## config.mk

```make
export PLATFORM = sky130hd
export DESIGN_NAME = fp_addsub_seq
export DESIGN_NICKNAME = d
export VERILOG_FILES = /design/src/rtl/fp_addsub_seq.sv
export SDC_FILE = /design/constraint.sdc
export NUM_CORES = 1
export LEC_CHECK = 0
export CAP_MARGIN = 20
export CORE_ASPECT_RATIO = 0.6
export CORE_MARGIN = 5
export CORE_UTILIZATION = 35
export DETAILED_ROUTE_END_ITERATION = 8
export PLACE_DENSITY = 0.52
export REMOVE_ABC_BUFFERS = 1
export SLEW_MARGIN = 0
export SYNTH_ARGS = -nofsm -noshare
export SYNTH_HDL_FRONTEND = slang
export SYNTH_SLANG_ARGS = --single-unit
```

## constraint.sdc

```tcl
create_clock -name clk -period 13.85 [get_ports clk]
set_clock_uncertainty 0.05 [all_clocks]
set_input_delay 4.155 -clock clk [delete_from_list [all_inputs] [get_ports clk]]
set_output_delay 4.155 -clock clk [all_outputs]
set_load 0.01 [all_outputs]
```

## src/rtl/fp_addsub_seq.sv

```systemverilog
// Multi-cycle IEEE-754 single add/subtract: truncating rounding, denormals flushed to zero.
// Optional macro FPADD_SUB_EN: when defined, op=1 computes a-b; otherwise op is ignored (a+b).
module fp_addsub_seq (
  input  logic        clk,
  input  logic        reset,
  input  logic        start,
  input  logic        op,
  input  logic [31:0] a,
  input  logic [31:0] b,
  output logic [31:0] result,
  output logic        busy,
  output logic        done,
  output logic        ovf,
  output logic        inv
);
  typedef enum logic [2:0] {IDLE, UNPACK, ALIGN, ADD, NORM, DONE} state_t;
  state_t state, state_nx;

  logic [31:0] a_r, b_r;
  logic        op_r;
  logic        u_sa, u_sb, u_spec, u_inv;
  logic [7:0]  u_ea, u_eb;
  logic [23:0] u_ma, u_mb;
  logic [31:0] u_res;
  logic [26:0] g_big, g_sml;
  logic [7:0]  g_e;
  logic        g_s, g_sub, g_zs;
  logic [27:0] s_sum;
  logic [7:0]  s_e;
  logic        s_s, s_zs;

  always_ff @(posedge clk or posedge reset)
    if (reset) state <= IDLE;
    else       state <= state_nx;

  always_comb begin
    state_nx = state;
    case (state)
      IDLE:    if (start) state_nx = UNPACK;
      UNPACK:  state_nx = ALIGN;
      ALIGN:   state_nx = ADD;
      ADD:     state_nx = NORM;
      NORM:    state_nx = DONE;
      DONE:    state_nx = IDLE;
      default: state_nx = IDLE;
    endcase
  end

  always_comb begin
    busy = (state != IDLE);
    done = (state == DONE);
  end

  logic sb_eff;
`ifdef FPADD_SUB_EN
  assign sb_eff = b_r[31] ^ op_r;
`else
  logic unused_op;
  assign unused_op = op_r;
  assign sb_eff    = b_r[31];
`endif

  // Specials bypass the datapath and are carried alongside it until NORM.
  logic        nan_a, nan_b, inf_a, inf_b, spec_nx, spec_inv;
  logic [31:0] spec_res;
  always_comb begin
    nan_a    = (&a_r[30:23]) && (|a_r[22:0]);
    nan_b    = (&b_r[30:23]) && (|b_r[22:0]);
    inf_a    = (&a_r[30:23]) && !(|a_r[22:0]);
    inf_b    = (&b_r[30:23]) && !(|b_r[22:0]);
    spec_nx  = 1'b0;
    spec_inv = 1'b0;
    spec_res = '0;
    if (nan_a || nan_b || (inf_a && inf_b && (a_r[31] != sb_eff))) begin
      spec_nx = 1'b1; spec_inv = 1'b1; spec_res = 32'h7FC00000;
    end else if (inf_a) begin
      spec_nx = 1'b1; spec_res = {a_r[31], 8'hFF, 23'h0};
    end else if (inf_b) begin
      spec_nx = 1'b1; spec_res = {sb_eff, 8'hFF, 23'h0};
    end
  end

  logic        a_big;
  logic [7:0]  e_b, e_s, d;
  logic [23:0] m_b, m_s;
  logic [53:0] wide;
  logic [26:0] sml_sh;
  always_comb begin
    a_big = {u_ea, u_ma} >= {u_eb, u_mb};
    e_b   = a_big ? u_ea : u_eb;
    e_s   = a_big ? u_eb : u_ea;
    m_b   = a_big ? u_ma : u_mb;
    m_s   = a_big ? u_mb : u_ma;
    d     = e_b - e_s;
    // Lower 27 bits of the wide shift collect everything that falls past the sticky position.
    wide  = {m_s, 30'b0} >> d;
    if (d < 8'd27) sml_sh = wide[53:27] | {26'b0, |wide[26:0]};
    else           sml_sh = {26'b0, |m_s};
  end

  logic [27:0] sum_nx;
  always_comb
    sum_nx = g_sub ? ({1'b0, g_big} - {1'b0, g_sml}) : ({1'b0, g_big} + {1'b0, g_sml});

  logic [4:0]  lz;
  logic [26:0] norm;
  logic [9:0]  exp_n;
  logic [22:0] frac;
  logic [31:0] res_nx;
  logic        ovf_nx, inv_nx;
  logic [3:0]  unused_norm;
  always_comb begin
    lz = '0;
    for (int i = 0; i < 27; i++) if (s_sum[i]) lz = 5'(26 - i);
    norm = s_sum[26:0] << lz;
    if (s_sum[27]) begin
      exp_n = {2'b0, s_e} + 10'd1;
      frac  = s_sum[26:4];
    end else begin
      exp_n = {2'b0, s_e} - {5'b0, lz};
      frac  = norm[25:3];
    end
    res_nx = {s_s, exp_n[7:0], frac};
    ovf_nx = 1'b0;
    inv_nx = 1'b0;
    if (u_spec) begin
      res_nx = u_res; inv_nx = u_inv;
    end else if (s_sum == '0) begin
      res_nx = {s_zs, 31'b0};
    end else if (exp_n[9] || exp_n == '0) begin
      res_nx = {s_s, 31'b0};
    end else if (exp_n >= 10'd255) begin
      res_nx = {s_s, 31'h7F7FFFFF}; ovf_nx = 1'b1;
    end
  end
  assign unused_norm = {norm[26], norm[2:0]};

  always_ff @(posedge clk or posedge reset) begin
    if (reset) begin
      a_r <= '0; b_r <= '0; op_r <= 1'b0;
      u_sa <= 1'b0; u_sb <= 1'b0; u_spec <= 1'b0; u_inv <= 1'b0;
      u_ea <= '0; u_eb <= '0; u_ma <= '0; u_mb <= '0; u_res <= '0;
      g_big <= '0; g_sml <= '0; g_e <= '0; g_s <= 1'b0; g_sub <= 1'b0; g_zs <= 1'b0;
      s_sum <= '0; s_e <= '0; s_s <= 1'b0; s_zs <= 1'b0;
      result <= '0; ovf <= 1'b0; inv <= 1'b0;
    end else begin
      case (state)
        IDLE: if (start) begin
          a_r <= a; b_r <= b; op_r <= op;
        end
        UNPACK: begin
          u_sa   <= a_r[31];
          u_sb   <= sb_eff;
          u_ea   <= a_r[30:23];
          u_eb   <= b_r[30:23];
          u_ma   <= (a_r[30:23] == '0) ? 24'd0 : {1'b1, a_r[22:0]};
          u_mb   <= (b_r[30:23] == '0) ? 24'd0 : {1'b1, b_r[22:0]};
          u_spec <= spec_nx;
          u_inv  <= spec_inv;
          u_res  <= spec_res;
        end
        ALIGN: begin
          g_big <= {m_b, 3'b0};
          g_sml <= sml_sh;
          g_e   <= e_b;
          g_s   <= a_big ? u_sa : u_sb;
          g_sub <= u_sa ^ u_sb;
          g_zs  <= u_sa & u_sb;
        end
        ADD: begin
          s_sum <= sum_nx; s_e <= g_e; s_s <= g_s; s_zs <= g_zs;
        end
        NORM: begin
          result <= res_nx; ovf <= ovf_nx; inv <= inv_nx;
        end
        default: ;
      endcase
    end
  end
endmodule
```

Yosys cells after proc, flatten, opt, wreduce, memory -nomap -nowiden --
Index checks and enable logic that the tools add are counted. W data, S select, Z words.
Operators by class: reductions and logical operators 24, add/sub/neg operators 5, bitwise gates (word level) 3, magnitude comparators 3, equality and inequality tests 7, shift-type cells 2, multiplexer cells 56
Operator list (number):
- $mux W32 | 5
- $mux W5 | 27
- $mux W24 | 4
- $mux W31 | 2
- $shr A54 B8 Y54 | 1
- $reduce_or A23 Y1 | 2
- $ge A32 B32 Y1 | 1
- $add A27 B27 Y28 | 1
- $logic_not A28 Y1 | 1
- $mux W28 | 1
- $sub A27 B27 Y28 | 1
- $mux W27 | 1
- $or A27 B1 Y27 | 1
- $reduce_or A27 Y1 | 1
- $shl A27 B5 Y26 | 1
- $reduce_or A24 Y1 | 1
- $mux W23 | 1
- $logic_not A8 Y1 | 2
- $mux W8 | 2
- $reduce_and A8 Y1 | 2
- $pmux W3 S5 | 1
- $ge A10 B8 Y1 const B | 1
- $logic_not A10 Y1 | 1
- $mux W1 | 10
- other kinds (19) | 29
Word-level totals: output and inout bits 36, register bits after elaboration 301, input port bits 68, word-level logic and storage cells 125

Depth between registers and ports, before layout --
word-level depth 34, gate-level depth with buffers 28, gate-level depth less buffers 25

Least setup slack after synthesis --
Ideal clock, no wire load.
path type input-to-reg, start input start, end register a_r[0], slack 8.358 ns, stages on the path 4, arrival time 5.317 ns, cells stage by stage inv_1 -> nor2_1 -> clkbuf_1 -> mux2_2
On the way: longest elaborated chain between the ends 1
Ends and longest elaborated chain:
- start, declared | line 6 | input logic start,
- $reduce_and A2 Y1 (no source line)
- end signal, assigned | line 140 | a_r <= '0; b_r <= '0; op_r <= 1'b0;
- end signal, assigned | line 149 | a_r <= a; b_r <= b; op_r <= op;
- end, declared | line 19 | logic [31:0] a_r, b_r;
No other way between the ends. A chain may end at the register's enable or synchronous reset.

Final worst setup path --
start register u_ma[15], end register g_sml[0]
On the way: longest elaborated chain between the ends 7, elaborated cells on any way between the ends 11, classes of those cells add/sub (1); order compare (2); shift (1); mux (4); bitwise (1); reduce/logical (2)
Ends and longest elaborated chain:
- start, declared | line 23 | logic [23:0] u_ma, u_mb;
- start signal, assigned | line 156 | u_ma <= (a_r[30:23] == '0) ? 24'd0 : {1'b1, a_r[22:0]};
- $ge A32 B32 Y1 | line 89 | a_big = {u_ea, u_ma} >= {u_eb, u_mb};
- $mux W8, on equally long branches | line 90, 91
- $sub A8 B8 Y8 | line 94 | d = e_b - e_s;
- $shr A54 B8 Y54 | line 96 | wide = {m_s, 30'b0} >> d;
- $reduce_or A27 Y1 | line 97 | if (d < 8'd27) sml_sh = wide[53:27] | {26'b0, |wide[26:0]};
- $or A27 B1 Y27 | line 97
- $mux W27 * | line 97
- end signal, assigned | line 164 | g_sml <= sml_sh;
- end, declared | line 25 | logic [26:0] g_big, g_sml;
Every way passes the cells marked *; elsewhere a longest branch is shown, timed or not.

==> results.yml <==
timing:
  fin_crit_ps: 6839
  setup_viol: 0
  timing.fmax_ghz: 0.1462
  rsz0062_at_grt: "false"
  fin_setup_tns_ps: 0
  min_period_over_period: 0.4938
  finalHoldViolations: 0
  tightestPinTransition_ps: 1150
  drv_slew: 0
  slew_headroom: 0.2268
synthesis:
  synth_area_leaders: "dfrtp_1, ha_1, mux2_2"
  syn_area_per_cell_um2: 9.081
  synth_top_area_share: 0.3698
  synthArstFlopShare: 1.000
  ys_seq_elements: 270
  yosysWarnings: 0
  synth.distinct_cells: 92
  netlist_top_cells_count: "dfrtp_1, nand2_1, nor2_1"
  synth_top_area_cell: "dfrtp_1"
  netlist_area_mm2: 0.01827
  synth_edf_count: 0
  synth-seq-area-share: 0.3698
  synth_flop_cell: "dfrtp_1"
  yosys.cell_count.top_type: "dfrtp_1"
  syn-instance-count: 2012
grt:
  grt_antenna_before_repair: 1
  gr-total-overflow: 0
  grt_pass1_vias: 15410
  grt_max_degree: 149
  track_usage: 0.1965
  grt_pass1_wl_um: 91650
clocking:
  root_buffer: "clkbuf_16"
  post_cts_resized: 0
  clkTransAtPathRegs_ps: 60
  postCtsHoldBufs: 0
  cts_tree: "built"
  clock-sinks: 270
  htreeDepth: 1
  insertion_delay_ps: 590
  cts_made_buffers: 29
  ctsLongestPathBuffers: 3
  postCtsSetupBuffers: 0
routing:
  vias_per_cell: 5.754
  drtAntennaViolNets: 0
  drtIter0Drc: 1476
  drc: 0
  dr.pass1.iters: 6
  vias: 15830
  wl_per_cell_um: 20.72
  wl_um: 56990
floorplan:
  num_rows: 64
  die_h_um: 187.0
  io_pins: 104
  core_area_mm2: 0.05133
  die_w_um: 305.0
  dieArea_mm2: 0.05702
  initial_utilization: 0.3559
layout:
  antenna_cells: 0
  n_fill_cell: 5052
  drive_gt1_frac: 0.1161
  final_nets: 2195
  areaGrowthSynthToFinish_pct: 14.87
critical_path:
  path_class: "reg2reg"
  cp-end-kind: "flip-flop"
  worst_ep_arrival_time_ps: 7290
  rrSetupSlack_ps: 7010
  worstPathMaxFanout: 65
  worstSetupStartpointType: "flip-flop"
  crit_required_ps: 14300
flow_run:
  cap_violations: 0
placed_design:
  dp_hpwl_um: 43320
  place.gp.congestion: 0.9351
  io_buffers: 102
outcome:
  status: "finished clean"
worst_hold_path:
  hold_class: "reg2reg"
-- metrics by stage --
step	worst slack, ps	util	std cells	instance area (um2)	hold slack [ps]
after CTS	7177	0.4089	2751	20990	423.1
after global routing	6583	0.4089	2751	20990	461.2
after floorplan	2206	-	1876	17730	388.6
after global placement	7203	0.3870	2697	19860	412.9
after detailed placement	7209	0.3873	2698	19880	411.7
final	7011	0.4089	2751	20990	413.8
-- placed cells by master, fill, tap and decap left out, types with 55 or more instances in the layout --
master | Yosys | final
a21oi_1 | 143 | 141
dfrtp_1 | 270 | 270
o21ai_0 | 131 | 131
ha_1 | 89 | 89
nand2_1 | 214 | 212
mux2_2 | 96 | 96
nor2_1 | 155 | 154
clkdlybuf4s50_1 | 0 | 102
mux2i_1 | 78 | 78
inv_1 | 108 | 107
a22o_1 | 55 | 55
-- sequential cells by signal, indices dropped and copies added (netlist names), 3 cells and up --
| name | count |
|---|---|
| s_e | 8 |
| u_mb | 24 |
| b_r | 32 |
| s_sum | 28 |
| g_e | 8 |
| g_big | 24 |
| u_res | 3 |
| a_r | 32 |
| u_ea | 8 |
| u_eb | 8 |
| result | 32 |
| g_sml | 27 |
| state | 3 |
| u_ma | 24 |
-- cell type report --
type                    instances  area, um2  share of cell area
flip-flops and latches        270       6756              0.3219
well taps                     693      867.1             0.04131
clock buffers                  35      778.2             0.03708
multi-input cells            1495      10590              0.5044
repair buffers                129       1244             0.05926
clock inverters                18      331.6             0.01580
inverters                     111      424.2             0.02021
-- kinds of logic after synthesis --
| kind of cell | Yosys count | share of synthesized area |
|---|---|---|
| buf+inv | 247 | 0.05232 |
| xor+xnor | 38 | 0.01904 |
| simple gates | 595 | 0.1505 |
| mux | 202 | 0.1364 |
| fa+ha+maj | 91 | 0.06314 |
| flops | 270 | 0.3698 |
| compound gates | 569 | 0.2087 |
-- worst paths after layout --
path | startpoint | end | cells past startpoint
hold reg to reg | g_e[4]$_DFFE_PP0P_ | s_e[4]$_DFFE_PP0N_ | 2
max in group asynchronous | reset | ovf$_DFFE_PP0N_ | 3
setup / recovery | u_ma[15]$_DFFE_PP0P_ | g_sml[0]$_DFFE_PP0P_ | 21
setup reg to reg | u_ma[15]$_DFFE_PP0P_ | g_sml[0]$_DFFE_PP0P_ | 21
hold / removal | g_e[4]$_DFFE_PP0P_ | s_e[4]$_DFFE_PP0N_ | 2
min in group asynchronous | reset | a_r[4]$_DFFE_PP0P_ | 2
-- metal layers --
metal  global-route usage  routed length [um]
met5                    0                   0
met4              0.02717                 831
met3              0.04629                4916
met2               0.2559               21400
met1               0.3276               29850
-- worst max-delay path: stages, from the launching register on --
cell and delay, ps:
dfrtp_1 480, ha_1 350, a21oi_1 430, o211ai_1 290, a41o_1 410, o21ai_2 500
nand2_2 80, buf_4 340, o22ai_1 330, inv_1 70, ha_1 290, buf_4 290
clkinv_1 750, mux4_2 520, o21ai_0 190, inv_1 110, nand3b_1 90, a211oi_1 50
a311oi_1 580, a21o_1 200, o211ai_1 140, a31oi_1 200
Power is not shown: default switching activity piles up to over one toggle a cycle in this logic, so the estimate is an artifact.
